--- src/rtl/brq_pkg.sv ---
// brq_pkg: shared load/store unit types and helpers.
//   lsu_type_e          access size encoding (W/H/B)
//   lsu_misaligned()    access needs two bus transactions
//   lsu_be_part1/2()    byte enables for the first and second bus beats
//   lsu_rotate_wdata()  rotate LSB-aligned store data into its byte lanes
package brq_pkg;

  typedef enum logic [1:0] {
    LSU_W = 2'b00,
    LSU_H = 2'b01,
    LSU_B = 2'b10
  } lsu_type_e;

  // A word that is not word-aligned, or a halfword in the top byte lane,
  // spills into the next word.
  function automatic logic lsu_misaligned(input lsu_type_e ty, input logic [1:0] off);
    return ((ty == LSU_W) && (off != 2'b00)) || ((ty == LSU_H) && (off == 2'b11));
  endfunction

  function automatic logic [3:0] lsu_be_part1(input lsu_type_e ty, input logic [1:0] off);
    logic [3:0] be;
    unique case (ty)
      LSU_W:   be = 4'b1111 << off;
      LSU_H:   be = 4'b0011 << off;
      default: be = 4'b0001 << off;
    endcase
    return be;
  endfunction

  // Lanes of the following word touched by a misaligned access.
  function automatic logic [3:0] lsu_be_part2(input lsu_type_e ty, input logic [1:0] off);
    logic [3:0] be;
    be = 4'b0000;
    if (ty == LSU_W) begin
      unique case (off)
        2'b01:   be = 4'b0001;
        2'b10:   be = 4'b0011;
        2'b11:   be = 4'b0111;
        default: be = 4'b0000;
      endcase
    end else if ((ty == LSU_H) && (off == 2'b11)) begin
      be = 4'b0001;
    end
    return be;
  endfunction

  // Rotating (rather than shifting) puts the bytes that wrap past lane 3
  // into the low lanes, which is exactly what the second beat needs.
  function automatic logic [31:0] lsu_rotate_wdata(input logic [31:0] wdata, input logic [1:0] off);
    logic [31:0] rot;
    unique case (off)
      2'b00:   rot = wdata;
      2'b01:   rot = {wdata[23:0], wdata[31:24]};
      2'b10:   rot = {wdata[15:0], wdata[31:16]};
      default: rot = {wdata[7:0],  wdata[31:8]};
    endcase
    return rot;
  endfunction

endpackage

--- src/rtl/brq_lsu_rdata_align.sv ---
// brq_lsu_rdata_align: combinational load data alignment and extension.
//   type_i, sign_ext_i   access size and signedness
//   off_i                byte offset of the access within its first word
//   misaligned_i         access was split into two beats
//   rdata_q_i            registered first-beat data (misaligned only)
//   rdata_i              live bus read data of the final beat
//   rdata_o              result, LSB-aligned and extended to 32 bits
module brq_lsu_rdata_align
  import brq_pkg::*;
(
  input  lsu_type_e   type_i,
  input  logic        sign_ext_i,
  input  logic [1:0]  off_i,
  input  logic        misaligned_i,
  input  logic [31:0] rdata_q_i,
  input  logic [31:0] rdata_i,
  output logic [31:0] rdata_o
);

  logic [31:0] lo_word;
  logic [31:0] shifted;

  always_comb begin
    // Single-beat accesses only ever look at the live word.
    lo_word = misaligned_i ? rdata_q_i : rdata_i;
    // Equivalent to ({rdata_i, lo_word} >> 8*off)[31:0].
    unique case (off_i)
      2'b00:   shifted = lo_word;
      2'b01:   shifted = {rdata_i[7:0],  lo_word[31:8]};
      2'b10:   shifted = {rdata_i[15:0], lo_word[31:16]};
      default: shifted = {rdata_i[23:0], lo_word[31:24]};
    endcase

    unique case (type_i)
      LSU_W:   rdata_o = shifted;
      LSU_H:   rdata_o = {{16{sign_ext_i & shifted[15]}}, shifted[15:0]};
      default: rdata_o = {{24{sign_ext_i & shifted[7]}},  shifted[7:0]};
    endcase
  end

endmodule

--- src/rtl/brq_load_store_unit.sv ---
// brq_load_store_unit: load/store unit between ID/EX and the data bus.
// Splits misaligned accesses into two word-aligned beats, keeps at most one
// bus transaction outstanding and assembles load results for writeback.
//   clk_i, rst_ni                    clock, asynchronous active-low reset
//   lsu_req_i .. lsu_wdata_i         request from ID/EX, held until done
//   data_req_o .. data_wdata_o       bus address phase (req/gnt handshake)
//   data_rvalid_i, data_err_i,
//   data_rdata_i                     bus response phase
//   lsu_req_done_o                   final address phase granted
//   lsu_resp_valid_o                 final response received
//   lsu_rdata_o, lsu_rdata_valid_o   load result and RF write enable
//   load_err_o, store_err_o          error pulse at completion
//   busy_o                           FSM not idle
module brq_load_store_unit
  import brq_pkg::*;
(
  input  logic        clk_i,
  input  logic        rst_ni,

  input  logic        lsu_req_i,
  input  logic        lsu_we_i,
  input  lsu_type_e   lsu_type_i,
  input  logic        lsu_sign_ext_i,
  input  logic [31:0] lsu_addr_i,
  input  logic [31:0] lsu_wdata_i,

  output logic        data_req_o,
  input  logic        data_gnt_i,
  output logic [31:0] data_addr_o,
  output logic        data_we_o,
  output logic [3:0]  data_be_o,
  output logic [31:0] data_wdata_o,
  input  logic        data_rvalid_i,
  input  logic        data_err_i,
  input  logic [31:0] data_rdata_i,

  output logic        lsu_req_done_o,
  output logic        lsu_resp_valid_o,
  output logic [31:0] lsu_rdata_o,
  output logic        lsu_rdata_valid_o,
  output logic        load_err_o,
  output logic        store_err_o,
  output logic        busy_o
);

  typedef enum logic [2:0] {
    IDLE,
    WAIT_GNT_MIS,
    WAIT_RVALID_MIS,
    WAIT_GNT,
    WAIT_RVALID
  } ls_fsm_e;

  ls_fsm_e     state_q;
  logic [29:0] addr_q;       // word address of the first beat
  lsu_type_e   type_q;
  logic        sign_q;
  logic        we_q;
  logic [1:0]  off_q;
  logic [31:0] wdata_q;      // already rotated into byte lanes
  logic [31:0] rdata_q;      // first-beat read data
  logic        err_q;        // sticky error across both beats

  logic        idle_req;
  logic        mis_new;
  logic        mis_q;
  logic        err_final;
  logic [31:0] rdata_aligned;

  // Gating with rst_ni keeps the bus quiet while reset is held even though
  // the IDLE address phase is combinational from the request inputs.
  assign idle_req = lsu_req_i & rst_ni;
  assign mis_new  = lsu_misaligned(lsu_type_i, lsu_addr_i[1:0]);
  assign mis_q    = lsu_misaligned(type_q, off_q);

  // Bus address phase. In WAIT_GNT a misaligned access is necessarily on its
  // second beat, so the captured size/offset alone select the beat.
  always_comb begin
    data_req_o   = 1'b0;
    data_addr_o  = 32'h0;
    data_we_o    = 1'b0;
    data_be_o    = 4'h0;
    data_wdata_o = 32'h0;
    unique case (state_q)
      IDLE: begin
        if (idle_req) begin
          data_req_o   = 1'b1;
          data_addr_o  = {lsu_addr_i[31:2], 2'b00};
          data_we_o    = lsu_we_i;
          data_be_o    = lsu_be_part1(lsu_type_i, lsu_addr_i[1:0]);
          data_wdata_o = lsu_rotate_wdata(lsu_wdata_i, lsu_addr_i[1:0]);
        end
      end
      WAIT_GNT_MIS: begin
        data_req_o   = 1'b1;
        data_addr_o  = {addr_q, 2'b00};
        data_we_o    = we_q;
        data_be_o    = lsu_be_part1(type_q, off_q);
        data_wdata_o = wdata_q;
      end
      WAIT_RVALID_MIS: begin
        // Second beat goes out in the same cycle the first one completes.
        data_req_o   = data_rvalid_i;
        data_addr_o  = {addr_q + 30'd1, 2'b00};
        data_we_o    = we_q;
        data_be_o    = lsu_be_part2(type_q, off_q);
        data_wdata_o = wdata_q;
      end
      WAIT_GNT: begin
        data_req_o   = 1'b1;
        data_addr_o  = mis_q ? {addr_q + 30'd1, 2'b00} : {addr_q, 2'b00};
        data_we_o    = we_q;
        data_be_o    = mis_q ? lsu_be_part2(type_q, off_q) : lsu_be_part1(type_q, off_q);
        data_wdata_o = wdata_q;
      end
      default: ;
    endcase
  end

  always_ff @(posedge clk_i or negedge rst_ni) begin
    if (!rst_ni) begin
      state_q <= IDLE;
      addr_q  <= 30'h0;
      type_q  <= LSU_W;
      sign_q  <= 1'b0;
      we_q    <= 1'b0;
      off_q   <= 2'b00;
      wdata_q <= 32'h0;
      rdata_q <= 32'h0;
      err_q   <= 1'b0;
    end else begin
      unique case (state_q)
        IDLE: begin
          if (lsu_req_i) begin
            addr_q  <= lsu_addr_i[31:2];
            type_q  <= lsu_type_i;
            sign_q  <= lsu_sign_ext_i;
            we_q    <= lsu_we_i;
            off_q   <= lsu_addr_i[1:0];
            wdata_q <= lsu_rotate_wdata(lsu_wdata_i, lsu_addr_i[1:0]);
            err_q   <= 1'b0;
            if (mis_new) begin
              state_q <= data_gnt_i ? WAIT_RVALID_MIS : WAIT_GNT_MIS;
            end else begin
              state_q <= data_gnt_i ? WAIT_RVALID : WAIT_GNT;
            end
          end
        end
        WAIT_GNT_MIS: begin
          if (data_gnt_i) state_q <= WAIT_RVALID_MIS;
        end
        WAIT_RVALID_MIS: begin
          if (data_rvalid_i) begin
            rdata_q <= data_rdata_i;
            err_q   <= err_q | data_err_i;
            state_q <= data_gnt_i ? WAIT_RVALID : WAIT_GNT;
          end
        end
        WAIT_GNT: begin
          if (data_gnt_i) state_q <= WAIT_RVALID;
        end
        WAIT_RVALID: begin
          if (data_rvalid_i) begin
            err_q   <= 1'b0;
            state_q <= IDLE;
          end
        end
        default: state_q <= IDLE;
      endcase
    end
  end

  brq_lsu_rdata_align u_rdata_align (
    .type_i       (type_q),
    .sign_ext_i   (sign_q),
    .off_i        (off_q),
    .misaligned_i (mis_q),
    .rdata_q_i    (rdata_q),
    .rdata_i      (data_rdata_i),
    .rdata_o      (rdata_aligned)
  );

  // Only the grant of the last beat lets ID/EX move on.
  assign lsu_req_done_o = data_gnt_i &
                          (((state_q == IDLE) & idle_req & ~mis_new) |
                           (state_q == WAIT_GNT) |
                           ((state_q == WAIT_RVALID_MIS) & data_rvalid_i));

  assign lsu_resp_valid_o  = (state_q == WAIT_RVALID) & data_rvalid_i;
  assign err_final         = err_q | data_err_i;
  assign lsu_rdata_o       = lsu_resp_valid_o ? rdata_aligned : 32'h0;
  assign lsu_rdata_valid_o = lsu_resp_valid_o & ~we_q & ~err_final;
  assign load_err_o        = lsu_resp_valid_o & ~we_q & err_final;
  assign store_err_o       = lsu_resp_valid_o & we_q & err_final;
  assign busy_o            = (state_q != IDLE);

endmodule

--- config.mk ---
export PLATFORM = sky130hd
export DESIGN_NAME = brq_load_store_unit
export DESIGN_NICKNAME = d
export VERILOG_FILES = /design/src/rtl/brq_pkg.sv /design/src/rtl/brq_lsu_rdata_align.sv /design/src/rtl/brq_load_store_unit.sv
export SDC_FILE = /design/constraint.sdc
export NUM_CORES = 1
export LEC_CHECK = 0
export ABC_CLOCK_PERIOD_IN_PS = 4900
export CAP_MARGIN = 20
export CORE_ASPECT_RATIO = 0.5
export CORE_UTILIZATION = 30
export CTS_BUF_LIST = sky130_fd_sc_hd__clkbuf_8
export DETAILED_ROUTE_END_ITERATION = 7
export DONT_BUFFER_PORTS = 1
export GPL_ROUTABILITY_DRIVEN = 1
export HOLD_SLACK_MARGIN = 0.05
export PLACE_DENSITY_LB_ADDON = 0.25
export SETUP_SLACK_MARGIN = 0.5
export SYNTH_ARGS = -nofsm -noshare
export SYNTH_HDL_FRONTEND = slang
export SYNTH_HIERARCHICAL = 1
export SYNTH_SLANG_ARGS = --single-unit
--- constraint.sdc ---
create_clock -name clk_i -period 4.9 [get_ports clk_i]
set_clock_uncertainty 0.15 [all_clocks]
set_input_delay 0.735 -clock clk_i [delete_from_list [all_inputs] [get_ports clk_i]]
set_output_delay 0.735 -clock clk_i [all_outputs]
set_load 0.05 [all_outputs]
==> flow_summary.yaml <==
status:
  outcome: "finished, final reports clean"
clocking:
  clkLatencyLatePin_ns: 0.42
  path_clk_slew_ns: 0.12
  clock_sinks: 104
  clockBufferDepth: 2
  postCtsSetupRepairBufs: 0
  cts_tree: "done"
  cts-buffers-inserted: 9
  root_buffer: "clkbuf_8"
  htree_num_levels: 3
setup_path:
  required_ns: 4.01
  crit_type: "register to output port"
  critPathLaunchType: "register"
  slowest_delay_ns: 1.07
  path_buf_inv: 0
  cpMaxStageDelayCell: "o311ai_2"
  path_delay_family: "compound AO/OA/AOI/OAI gates"
  crit_path_max_fanout: 26
  cp.arrival_ns: 3.37
  end_kind: "output port"
  path_cells: "a21boi_2 -> o31ai_4 -> nand2_2 -> o311ai_2"
synth:
  synthTopCellsByArea: "dfrtp_1, mux2_2, mux4_2, nand2_1, mux2i_1"
  yosysUniqueCellTypes: 66
  post-synth-top-area-cell: "dfrtp_1"
  avgSynthCellArea_um2: 8.93
  synth-main-ff-cell: "dfrtp_1"
  yosys-top-cells-count: "nand2_1, dfrtp_1, mux2_2"
  syn_area_um2: 8220
  synth_edf_count: 0
  syn_inst: 920
  yosysMostFrequentCell: "nand2_1"
  seq_area_frac_synth_pct: 31.7
  ys_ff_latch: 104
  ys.warnings.count: 6
  async_flop_share_pct: 100
  netlist.area_leader.share_pct: 31.7
finish:
  nFillCells: 2761
  final_cells: 1285
  regArea_um2: 2610
  drive_above_1_share_pct: 26.0
  postLayoutCellArea_um2: 9150
  antennaDiodeCount: 0
  utilization_pct: 34.3
  fin_nets: 1036
  area_delta_synth_final_pct: 11.4
  multi_input_area_um2: 5270
sta:
  period_share_pct: 86.9
  max_freq_mhz: 235
  setup_viol: 0
  finalSetupTns_ns: 0
  rsz0062_at_grt: "yes"
  hold_slack_ns: 0.0668
  fin_crit_ns: 4.26
  drv_slew: 0
  max_slew.worst_pin.slew_ns: 1.09
  slew_headroom_pct: 27.5
  hold_viol_final: 0
place:
  place_area_um2: 8910
  portBuffers: 0
  gp_congestion: 0.834
  placedCellCount: 1268
  dpl.hpwl_mm: 17.8
drt:
  drt_first_iter_violations: 493
  vias: 7091
  drc: 0
  vias_per_cell: 5.52
  first_pass_iters: 5
  ant_nets: 0
  wl_mm: 25.3
  wl_per_cell_um: 19.7
pwr:
  p_int_uw: 3160
  vdd_drop_max_uv: 366
  power.clock.fraction_pct: 8.1
  powerDensity_nw_per_um2: 758
  seqPwrFrac_pct: 24.8
  leakage_uw: 0.00376
  switching_power_uw: 3770
  swShare_pct: 54.4
  p_comb_share_pct: 67.1
global_route:
  grt.overflow.total: 0
  first_global_vias: 6873
  grt_max_degree: 105
  grtUsageTotal_pct: 18.0
  grt_pass1_wl_mm: 39.8
  antenna_found_initial: 0
hold_path:
  hold_path.class: "input port to asynchronous set/reset pin"
floorplanning:
  initial_core_util_pct: 30.8
  pin_count: 214
  fp.dieH_um: 119
  die_w_um: 236
  num_rows: 42
  die_area_um2: 28100
  core_um2: 26600
run:
  max_cap_violations: 0
==> metrics by stage <==
step	total power, uW	setup WS [ns]
detailed placement	6360	0.931
CTS	6980	0.510
global route	7400	0.490
global placement	6300	1.02
floorplan	5250	0.925
finish	6940	0.641
==> cells by family (layout without fill, tap and decap cells) <==
group | count (synthesis) | in the layout | share of synthesized area, %
AND/OR/NAND/NOR | 354 | 354 | 20.2
AO/OA/AOI/OAI | 182 | 182 | 15.1
multiplexers | 177 | 177 | 26.8
flip-flops | 104 | 104 | 31.7
buffers and inverters | 95 | 107 | 5.30
XOR/XNOR | 4 | 4 | 0.427
adder cells (fa/ha/maj) | 3 | 3 | 0.426
other | 1 | 2 | 0.0456
==> cell type report <==
cell class	instances	share of cell area (%)
clock buffer	9	1.35
timing repair buffer	71	6.18
sequential	104	28.5
clock inverter	7	0.725
multi-input combinational	722	57.6
inverter	20	0.820
tap	352	4.81
==> worst paths after layout <==
kind,start,endpoint,slack [ns],cells past startpoint
max,type_q[0]$_DFFE_PN0P_,data_addr_o[10],0.64,4
min,rst_ni,wdata_q[12]$_DFFE_PN0P_,0.07,1
max reg2reg,state_q[0]$_DFFE_PN0P_,wdata_q[29]$_DFFE_PN0P_,2.03,5
min reg2reg,rdata_q[4]$_DFFE_PN0P_,rdata_q[4]$_DFFE_PN0P_,0.36,1
max in group asynchronous,rst_ni,rdata_q[29]$_DFFE_PN0P_,4.02,1
min in group clk_i,data_gnt_i,state_q[0]$_DFFE_PN0P_,0.21,1
==> power by group through the flow <==
| stage | clock network [uW] | registers (uW) | logic [uW] |
|---|---|---|---|
| 2_1_floorplan | 0 | 1560 | 3700 |
| 3_3_place_gp | 0 | 1700 | 4600 |
| 3_5_place_dp | 0 | 1730 | 4630 |
| 4_1_cts | 592 | 1710 | 4670 |
| 5_1_grt | 623 | 1790 | 4980 |
| 6_report | 561 | 1720 | 4660 |
==> state kept, by name, summed over array words and instances (netlist names) <==
signal and cells:
type_q 2, sign_q 1, err_q 1, state_q 3, rdata_q 32, off_q 2, we_q 1, addr_q 30
wdata_q 32
==> routing by layer <==
layer	global-route usage, %	part of all wire [%]
met1	23.6	45
met2	29.6	49
met3	4.27	4.3
met4	5.31	2.0
met5	0	0
==> layout by cell type, fill, tap and decap left out, types with 9 or more instances in the layout <==
cell and instances:
o211ai_1 15, inv_1 19, buf_4 69, mux4_2 24
and2_1 34, nand3_1 34, nor2_1 78, clkbuf_8 9
nand4_1 16, nand2_1 140, mux2_2 101, a21oi_1 36
a22oi_1 39, dfrtp_1 101, mux2i_1 51, o21ai_0 28
o21ai_1 16
==> timing repair <==
item                                    CTS  global route
hold buffers                              1             0
endpoints found under the setup margin   16            32
resized for setup                         1             2
endpoints found under the hold margin   104             0
No activity file was read; power rests on OpenSTA's default activity.
